--- config.mk ---
export PLATFORM = sky130hd
export DESIGN_NAME = tensor_loader_flat
export DESIGN_NICKNAME = d
export VERILOG_FILES = /design/src/rtl/tensor_loader_if.sv /design/src/rtl/tensor_loader.sv /design/src/flat_wrapper.sv
export SDC_FILE = /design/constraint.sdc
export NUM_CORES = 1
export LEC_CHECK = 0
export CORE_ASPECT_RATIO = 1.2
export CORE_MARGIN = 4
export CORE_UTILIZATION = 60
export DETAILED_ROUTE_END_ITERATION = 10
export DONT_BUFFER_PORTS = 1
export PLACE_DENSITY = 0.85
export SLEW_MARGIN = 20
export SYNTH_ARGS = -nofsm -noshare
export SYNTH_HDL_FRONTEND = slang
export SYNTH_SLANG_ARGS = --single-unit
--- constraint.sdc ---
create_clock -name clk -period 6.55 [get_ports clk]
set_input_delay 0.655 -clock clk [delete_from_list [all_inputs] [get_ports clk]]
set_output_delay 0.655 -clock clk [all_outputs]
set_load 0.02 [all_outputs]
--- src/rtl/tensor_loader_if.sv ---
// Host and data-memory signals of the tensor loader, bundled as one interface.
// slave = loader side, master = host / memory side.
interface tensor_loader_if #(
    parameter int ELEM_W = 16,
    parameter int ADDR_W = 9,
    parameter int N_ELEM = 9
);
    logic                       start;
    logic [ADDR_W-1:0]          base_addr;
    logic                       mem_rd_en;
    logic [ADDR_W-1:0]          mem_addr;
    logic [ELEM_W-1:0]          mem_rd_data;
    logic                       busy;
    logic                       done;
    logic [ELEM_W*N_ELEM-1:0]   tensor_out;

    modport master (
        output start, base_addr, mem_rd_data,
        input  mem_rd_en, mem_addr, busy, done, tensor_out
    );

    modport slave (
        input  start, base_addr, mem_rd_data,
        output mem_rd_en, mem_addr, busy, done, tensor_out
    );
endinterface

--- src/rtl/tensor_loader.sv ---
// Fetches nine consecutive words from data memory and commits them as one packed tensor.
// Optional macro TENSOR_LOADER_TRANSPOSE_EN stores word 3r+c into slot 3c+r (column-major B operand).
module tensor_loader #(
    parameter int ELEM_W = 16,
    parameter int ADDR_W = 9,
    parameter int N_ELEM = 9
) (
    input  logic            clk,
    input  logic            reset,
    tensor_loader_if.slave  bus
);
    localparam int IDX_W = (N_ELEM > 1) ? $clog2(N_ELEM) : 1;
    localparam int TEN_W = ELEM_W * N_ELEM;
    localparam logic [IDX_W-1:0] LAST_IDX = IDX_W'(N_ELEM - 1);

    localparam logic [1:0] S_IDLE  = 2'd0;
    localparam logic [1:0] S_ISSUE = 2'd1;
    localparam logic [1:0] S_DRAIN = 2'd2;
    localparam logic [1:0] S_DONE  = 2'd3;

    logic [1:0]        state_reg;
    logic [IDX_W-1:0]  idx_reg;
    logic [ADDR_W-1:0] mem_addr_reg;
    logic              mem_rd_en_reg;
    logic              busy_reg;
    logic              done_reg;
    logic [TEN_W-1:0]  shadow_reg;
    logic [TEN_W-1:0]  shadow_next;
    logic [TEN_W-1:0]  tensor_out_reg;

    logic              cap_en;
    logic [IDX_W-1:0]  cap_idx;

    assign bus.mem_rd_en  = mem_rd_en_reg;
    assign bus.mem_addr   = mem_addr_reg;
    assign bus.busy       = busy_reg;
    assign bus.done       = done_reg;
    assign bus.tensor_out = tensor_out_reg;

    // Read data lags its address by one cycle, so the word landing now belongs to idx-1,
    // and the last word lands while draining.
    always_comb begin
        cap_en  = 1'b0;
        cap_idx = LAST_IDX;
        if (state_reg == S_ISSUE && idx_reg != '0) begin
            cap_en  = 1'b1;
            cap_idx = idx_reg - IDX_W'(1);
        end else if (state_reg == S_DRAIN) begin
            cap_en  = 1'b1;
            cap_idx = LAST_IDX;
        end
    end

    genvar gi;
    generate
        for (gi = 0; gi < N_ELEM; gi++) begin : g_slot
`ifdef TENSOR_LOADER_TRANSPOSE_EN
            // The 3x3 transpose is its own inverse, so slot gi is fed by read index 3c+r.
            localparam int SRC = (gi < 9) ? ((gi % 3) * 3 + gi / 3) : gi;
`else
            localparam int SRC = gi;
`endif
            localparam logic [IDX_W-1:0] SRC_IDX = IDX_W'(SRC);

            assign shadow_next[ELEM_W*gi +: ELEM_W] =
                (cap_en && cap_idx == SRC_IDX) ? bus.mem_rd_data
                                               : shadow_reg[ELEM_W*gi +: ELEM_W];
        end
    endgenerate

    always_ff @(posedge clk or negedge reset) begin
        if (!reset) begin
            shadow_reg <= '0;
        end else begin
            shadow_reg <= shadow_next;
        end
    end

    always_ff @(posedge clk or negedge reset) begin
        if (!reset) begin
            state_reg      <= S_IDLE;
            idx_reg        <= '0;
            mem_addr_reg   <= '0;
            mem_rd_en_reg  <= 1'b0;
            busy_reg       <= 1'b0;
            done_reg       <= 1'b0;
            tensor_out_reg <= '0;
        end else begin
            done_reg <= 1'b0;
            case (state_reg)
                S_IDLE, S_DONE: begin
                    if (bus.start) begin
                        state_reg     <= S_ISSUE;
                        idx_reg       <= '0;
                        mem_addr_reg  <= bus.base_addr;
                        mem_rd_en_reg <= 1'b1;
                        busy_reg      <= 1'b1;
                    end else begin
                        state_reg <= S_IDLE;
                    end
                end
                S_ISSUE: begin
                    if (idx_reg == LAST_IDX) begin
                        state_reg     <= S_DRAIN;
                        mem_rd_en_reg <= 1'b0;
                    end else begin
                        idx_reg      <= idx_reg + IDX_W'(1);
                        mem_addr_reg <= mem_addr_reg + ADDR_W'(1);
                    end
                end
                S_DRAIN: begin
                    // Commit includes the word captured this very cycle.
                    state_reg      <= S_DONE;
                    busy_reg       <= 1'b0;
                    done_reg       <= 1'b1;
                    tensor_out_reg <= shadow_next;
                end
                default: begin
                    state_reg     <= S_IDLE;
                    busy_reg      <= 1'b0;
                    mem_rd_en_reg <= 1'b0;
                end
            endcase
        end
    end
endmodule

--- src/flat_wrapper.sv ---
// flat-port wrapper written by rule: the top's interface ports become plain ports
module tensor_loader_flat 
#(
    parameter int ELEM_W = 16,
    parameter int ADDR_W = 9,
    parameter int N_ELEM = 9
)
  (clk, reset, bus_start, bus_base_addr, bus_mem_rd_data, bus_mem_rd_en, bus_mem_addr, bus_busy, bus_done, bus_tensor_out);
  tensor_loader_if #(.ELEM_W(ELEM_W), .ADDR_W(ADDR_W), .N_ELEM(N_ELEM)) bus_i ();
  input  logic clk;
  input  logic reset;
  input wire logic [$bits(bus_i.start)-1:0] bus_start;
  input wire logic [$bits(bus_i.base_addr)-1:0] bus_base_addr;
  input wire logic [$bits(bus_i.mem_rd_data)-1:0] bus_mem_rd_data;
  output wire logic [$bits(bus_i.mem_rd_en)-1:0] bus_mem_rd_en;
  output wire logic [$bits(bus_i.mem_addr)-1:0] bus_mem_addr;
  output wire logic [$bits(bus_i.busy)-1:0] bus_busy;
  output wire logic [$bits(bus_i.done)-1:0] bus_done;
  output wire logic [$bits(bus_i.tensor_out)-1:0] bus_tensor_out;
  assign bus_i.start = bus_start;
  assign bus_i.base_addr = bus_base_addr;
  assign bus_i.mem_rd_data = bus_mem_rd_data;
  assign bus_mem_rd_en = bus_i.mem_rd_en;
  assign bus_mem_addr = bus_i.mem_addr;
  assign bus_busy = bus_i.busy;
  assign bus_done = bus_i.done;
  assign bus_tensor_out = bus_i.tensor_out;
  tensor_loader #(.ELEM_W(ELEM_W), .ADDR_W(ADDR_W), .N_ELEM(N_ELEM)) u_core (.clk(clk), .reset(reset), .bus(bus_i));
endmodule
* After elaboration in Yosys (flattened, before gate mapping)
Index checks and enable logic that the tools add are counted.
** Storage, ports and cells
- Input bits :: 28
- Register bits :: 306
- Output and inout port bits :: 156
- Word-level logic and storage cells :: 70
** Cells by class
- Equality and inequality tests :: 15
- Reductions and logical operators :: 19
- Add/subtract/negate cells :: 3
- Mux-type cells :: 25
** Operators with widths (count)
- $mux 16 :: 9
- $mux 9 :: 2
- $pmux 9 s2 :: 1
- $eq 4x3->1 const B :: 4
- $mux 4 :: 3
- $logic_and 1x1->1 :: 10
- $add 9x1->9 const B :: 1
- $eq 4x2->1 const B :: 2
- $eq 4x4->1 const B :: 2
- $pmux 4 s2 :: 1
- $ne 2x2->1 const B :: 3
- $pmux 2 s3 :: 1
- $reduce_and 3->1 :: 2
- $mux 1 :: 5
- $add 4x1->4 const B :: 1
- $eq 2x2->1 const B :: 2
- $eq 4x1->1 const B :: 1
- $logic_not 4->1 :: 1
- $pmux 1 s2 :: 2
- $reduce_bool 2->1 :: 2
- $reduce_bool 4->1 :: 1
- $sub 4x1->4 const B :: 1
- $eq 2x1->1 const B :: 1
- $logic_not 2->1 :: 1
- other kinds (3) :: 3

* Logic depth before layout (Yosys ltp)
Gate-level depths: netlist of run 1.
- Depth after elaboration :: 6
- Mapped depth :: 12
- Mapped depth without buffers :: 7

* Worst setup path after synthesis of run 1
No wires, ideal clock.
- Path kind :: register -> register
- From :: register u_core.idx_reg[0]
- To :: register u_core.tensor_out_reg[117] (netlist: u_core.bus.tensor_out[117])
- Buffers on the path :: 4
- Library setup time :: 125 ps
- Arrival :: 2520 ps
- Stages on the path, launching flop included :: 12
- Setup slack :: 3906 ps
- Required time :: 6425 ps
- Period minus slack after synthesis :: 2644 ps
- Path through :: dfrtp_1 buf_2 inv_1 ha_1 buf_2 and3b_1 buf_2 a31oi_2 nor2_1 buf_2 mux2_2 mux2_2
** On the way
- Cells in the longest elaborated chain, start to end :: 6
- Elaborated cells between the ends (all ways) :: 8
- Classes of those cells :: 1 x add/sub; 1 x eq/ne; 3 x mux; 3 x reduce/logical
** Ends and longest elaborated chain
- from (decl) :: line tensor_loader.sv:22 : logic [IDX_W-1:0] idx_reg;
- from (signal assigned) :: line tensor_loader.sv:107 : idx_reg <= idx_reg + IDX_W'(1);
- parallel branches: the longest is 4 deep, another holds $sub 4x1->4
- $logic_and 1x1->1 * :: line tensor_loader.sv:66 : (cap_en && cap_idx == SRC_IDX) ? bus.mem_rd_data
- $mux 16 * :: line tensor_loader.sv:66
- via u_core.shadow_next[117] :: line tensor_loader.sv:28 : logic [TEN_W-1:0] shadow_next;
- to (signal assigned) :: line tensor_loader.sv:116 : tensor_out_reg <= shadow_next;
- to (decl) :: line tensor_loader.sv:29 : logic [TEN_W-1:0] tensor_out_reg;
Mark *: on every way through the listed nets, which the timed path passes.
A chain may end at the register's enable or synchronous reset.

* Worst setup path after layout of run 1
- From :: register u_core.idx_reg[0]
- To :: register u_core.tensor_out_reg[2] (netlist: u_core.bus.tensor_out[2])
** On the way
- Cells in the longest elaborated chain, start to end :: 6
- Elaborated cells between the ends (all ways) :: 8
- Classes of those cells :: 1 x add/sub; 3 x mux; 4 x reduce/logical
** Ends and longest elaborated chain (line)
- parallel branches: the longest is 4 deep, another holds $sub 4x1->4
- $logic_and 1x1->1 * :: tensor_loader.sv:66
- $mux 16 * :: tensor_loader.sv:66
- via u_core.shadow_next[2] :: tensor_loader.sv:28
Marks and branches as above.

==> flow_summary.ini, run 1 <==
[layout]
drive_gt1_frac = 0.416
final_cell_area_sq_um = 13500
fillers = 1401
final_cell_mix = 306 x dfrtp_1, 267 x mux2_2, 29 x nand2_1, 29 x clkbuf_16, 24 x nor2_1
nets = 847
diodes = 0
layout_commonest_cell = dfrtp_1
layout-area-overhead-vs-synth_pct = 8.58

[yosys]
syn_area_per_cell_sq_um = 14.7
synth_top_area_share = 0.618
ys_seq_elements = 306
postSynthCellCount = 841
synth-warning-count = 0
synth_cell_types = 40
synth_nets = 874
async_flop_share = 1.00
synth-edff-count = 0
yosysTopAreaCell = dfrtp_1
synth_area_sq_um = 12400
seq_area_frac_synth = 0.618
ys_top_cells_by_area = dfrtp_1 62%, mux2_2 24%, mux2_4 2.2%
ys.flop_type = dfrtp_1

[die]
num_rows = 57
io-pin-count = 184
core_sq_um = 20300
die_x_microns = 139
initial_core_util = 0.612
die_h_microns = 165
design.die.area_sq_um = 23000

[clocking]
clk-insertion-delay-late_ns = 0.53
post_cts.repair.setup_buffers = 0
cts_resized = 0
clock_path_buffers = 3
tritoncts = yes
cts_root_buf = clkbuf_16
cts_max_level = 1
clk_pin_slew_ns = 0.06
numCtsBuffers = 29
cts.sinks = 306

[worst_setup_path]
cp_max_fo = 35
crit_path_top_delay_cell = nor2_2
crit_type = reg2reg
worstPathCellList = inv_1 -> ha_1 -> nor4bb_1 -> a211oi_4 -> buf_4 -> nor2_2 -> mux2_2 -> mux2_2
cp-end-kind = register
start_kind = register
critPathMaxStageDelay_ns = 0.83
worstPathArrival_ns = 3.76
cpMostUsedCell = mux2_2
critPathRequiredTime_ns = 6.97
crit_family = simple AND/OR/NAND/NOR gates
crit_buf_inv = 2

[routing]
drt_wl_total_mm = 25.2
postRouteAntennaNets = 0
drt_iter0_drc = 349
vias = 6542
routedWlPerCell_microns = 22.9
firstDrtPassIters = 4
route.detailed.drc = 0
via_per_inst = 5.94

[power]
irDropWorstVdd_mv = 0.274
power.density_nw_per_um2 = 482
power_leakage_nw = 6.40

[timing]
rsz0062_at_grt = false
setup_viol = 0
finalClockSkew_ns = 0.00979
fin_crit_sh = 0.511
min_period_ns = 3.35
slew_headroom = 0.258
maxSlewViolCount = 0
hold_viol = 306
tightest_slew_ns = 1.11
fin_setup_tns_ns = 0
fmax_ghz = 0.299
whs_ns = -0.188

[global_routing]
grt_pass1_vias = 6878
gr-total-overflow = 0
antenna_found_initial = 0
grtUsageTotal = 0.218
grt_pass1_wl_mm = 39.8
grt_max_degree = 307

[placement]
gp_congestion = 0.788
hpwl_mm = 15.8
io_buffers = 0
placed_area_sq_um = 12500

[min_path]
hold_class = in2async

[run]
maxCapViolations = 0

[run_status]
status = finished with violations
violations = negative hold slack
## layer usage
layer | track usage | wire length [microns]
met1 | 0.279 | 10300
met2 | 0.380 | 12900
met3 | 0.0562 | 1540
met4 | 0.0489 | 422
met5 | 0 | 0
## cells in the mapped netlist (all sizes together), types with 4 or more instances
cell and number:
a21oi 16, a221o 16, a22o 4, and2 16
buf 22, clkbuf 41, dfrtp 306, ha 5
inv 7, mux2 290, mux2i 5, nand2 29
nand3 6, nor2 30, o21ai 11, o22ai 5
## layout make-up
type | instances | area [sq um] | share of cell area
well taps | 265 | 332 | 0.0246
clock buffers | 41 | 831 | 0.0617
flip-flops and latches | 306 | 7660 | 0.569
clock inverters | 13 | 121 | 0.00902
inverters | 8 | 30.0 | 0.00223
multi-input cells | 464 | 4450 | 0.331
repair buffers | 5 | 37.5 | 0.00279
## where the power goes
part	leakage (nW)	switching [mW]	internal, mW	total, mW
clock	0.476	0.686	0.962	1.65
sequential	4.00	0.742	2.44	3.18
combinational	1.92	0.772	0.883	1.66
## metrics by stage
step                 util  std cells  power (mW)  hold WS, ns  setup WS (ns)
floorplan               -        841        4.49        0.359           3.91
global placement    0.617       1048        4.78        0.366           3.26
detailed placement  0.617       1048        4.88        0.366           3.11
CTS                 0.664       1102        6.54       -0.206           3.13
global route        0.664       1102        6.83       -0.212           2.97
finish              0.664       1102        6.48       -0.188           3.20
## path summary, 6_finish.rpt
check / cells past startpoint / slack (ns) / start / to
worst min-delay path: 0 / -0.19 / reset / u_core.bus.mem_addr[7]
worst max register to register: 8 / 3.20 / u_core.idx_reg[0] / u_core.bus.tensor_out[2]
max in group asynchronous: 0 / 6.19 / reset / u_core.shadow_reg[57]
worst min register to register: 1 / 0.49 / u_core.shadow_reg[107] / u_core.shadow_reg[107]
worst max-delay path: 8 / 3.20 / u_core.idx_reg[0] / u_core.bus.tensor_out[2]
min in group clk: 1 / 0.27 / bus_mem_rd_data[11] / u_core.shadow_reg[139]
## cells by family after synthesis
family | share of synthesized area
xor gates and xnor gates | 0.00283
and+or+nand+nor | 0.0416
adders and majority gates | 0.00505
muxes | 0.273
buffers and inverters | 0.0254
AOI/OAI and AO/OA | 0.0342
DFF | 0.618
(Power assumes the default switching activity.)
==> run 2, diff against run 1 <==
clock period = 3.3 ns   (was 6.55 ns; I/O delays follow)
==> run 2 against run 1 <==
- power up 110%
- sequential power up 99%
- cell area up 2.7%
- clock-buffer cell count down 3
- worst setup slack worse by 3.0 ns
- the run still ends with negative hold slack left
- highest routed layer unchanged
- non-clock buffer count up 29
- utilization up 1.8 points
- critical path type unchanged
- global-route usage up 1.5 points
- critical path depth unchanged
- register-to-register slack worse by 3.0 ns
- final cell count up 2.5%
==> flow_summary.ini, run 2 (synthesis results as in run 1) <==
[placement]
hpwl_mm = 16.1
pre_cts_ws_ns = 0.0944
gp_congestion = 0.812
dp.cells = 1058
io_buffers = 0

[die]
core_sq_um = 20300
die_x_microns = 139
design.die.area_sq_um = 23000
io-pin-count = 184
initial_core_util = 0.612
die_h_microns = 165
num_rows = 57

[clocking]
hold_buffers = 19
cts_max_level = 1
post_cts.repair.setup_buffers = 0
clk_pin_slew_ns = 0.06
tritoncts = yes
cts_root_buf = clkbuf_16
numCtsBuffers = 29
clock_path_buffers = 3
cts.sinks = 306
clk-insertion-delay-late_ns = 0.53

[layout]
layout-area-overhead-vs-synth_pct = 11.5
drive_gt1_frac = 0.417
nets = 876
final_cell_mix = 306 x dfrtp_1, 267 x mux2_2, 29 x nand2_1, 29 x clkbuf_16, 24 x nor2_1
diodes = 0
instances_no_fill = 1130
layout_commonest_cell = dfrtp_1

[worst_setup_path]
cp_max_fo = 33
cpMostUsedCell = buf_4
crit_type = reg2reg
worstPathArrival_ns = 3.53
worstPathCellList = inv_1 -> ha_1 -> or3b_1 -> a211oi_4 -> buf_4 -> or2_1 -> buf_4 -> mux2_2
critPathMaxStageDelay_ns = 0.48
crit_path_top_delay_cell = or3b_1
crit_family = buffers and inverters
crit_buf_inv = 3
worst-path-stages = 8
r2r_cells = 8
start_kind = register
cp-end-kind = register
critPathRequiredTime_ns = 3.71

[run_status]
violations = negative hold slack
status = finished with violations

[global_routing]
grtUsageTotal = 0.233
grt_pass1_wl_mm = 41.8
grt_pass1_vias = 6982
grt_max_degree = 307
gr-total-overflow = 0
antenna_found_initial = 2

[timing]
tightest_slew_ns = 1.02
setup_viol = 0
rsz0062_at_grt = false
setup_ws_ns = 0.178
fin_crit_sh = 0.946
fmax_ghz = 0.320
whs_ns = -0.509
fin_setup_tns_ns = 0
hold_viol = 306
min_period_ns = 3.12
finalClockSkew_ns = 0.00830
slew_headroom = 0.318
maxSlewViolCount = 0

[min_path]
hold_class = in2async

[power]
power_leakage_nw = 6.56
share_comb_of_total_power = 0.257
p_clk_frac = 0.267
netSwitchingFraction = 0.338
irDropWorstVdd_mv = 0.602
p_seq_frac = 0.476
internal_power_mw = 8.81
power.density_nw_per_um2 = 963
p_sw_mw = 4.50
p_total_mw = 13.3

[routing]
via_per_inst = 5.94
route.detailed.drc = 0
firstDrtPassIters = 4
routedWlPerCell_microns = 24.1
postRouteAntennaNets = 0
drt_iter0_drc = 492
vias = 6708
drt_wl_total_mm = 27.2

[run]
maxCapViolations = 0
-- run 2: final timing paths --
kind,slack [ns],endpoint,start
worst min-delay path,-0.51,u_core.bus.mem_addr[5],reset
min in group clk,0.02,u_core.bus.mem_addr[3],bus_base_addr[3]
worst max-delay path,0.18,u_core.shadow_reg[133],u_core.idx_reg[0]
worst min register to register,0.49,u_core.shadow_reg[82],u_core.shadow_reg[82]
worst max register to register,0.18,u_core.shadow_reg[133],u_core.idx_reg[0]
max in group asynchronous,3.37,u_core.bus.tensor_out[25],reset
-- run 2: cell type report --
type / count / area (sq um)
Tap cell: 265 / 332
Clock buffer: 38 / 830
Clock inverter: 15 / 215
Fill cell: 1360 / 6430
Timing Repair Buffer: 34 / 303
Inverter: 8 / 30.0
Multi-Input combinational cell: 464 / 4450
Sequential cell: 306 / 7660
-- run 2: metrics by stage --
step | area (sq um) | util
3_5_place_dp | 12600 | 0.621
4_1_cts | 13800 | 0.682
3_3_place_gp | 12600 | 0.621
6_report | 13800 | 0.682
5_1_grt | 13800 | 0.682
2_1_floorplan | 12400 | -
-- run 2: power groups by stage --
stage               clock [mW]  sequential (mW)  combinational, mW
finish                    3.56             6.33               3.42
global route              3.80             6.44               3.72
CTS                       3.62             6.35               3.41
detailed placement           0             6.40               3.33
global placement             0             6.36               3.17
floorplan                    0             6.06               2.85
-- run 2: timing repair --
item                                    4_1_cts  5_1_grt
endpoints found under the setup margin        0       15
resized for setup                             0        1
endpoints found under the hold margin       451      306
-- run 2: routing by layer --
metal  routed length, microns  share of wire  vias to the layer above  global-route usage
met5                        0              0                        -                   0
met4                      389          0.014                        0              0.0463
met3                     1620          0.060                       32              0.0570
met2                    14100           0.52                      167               0.407
met1                    11100           0.41                     3553               0.301
li1                         -              -                     2956                   -
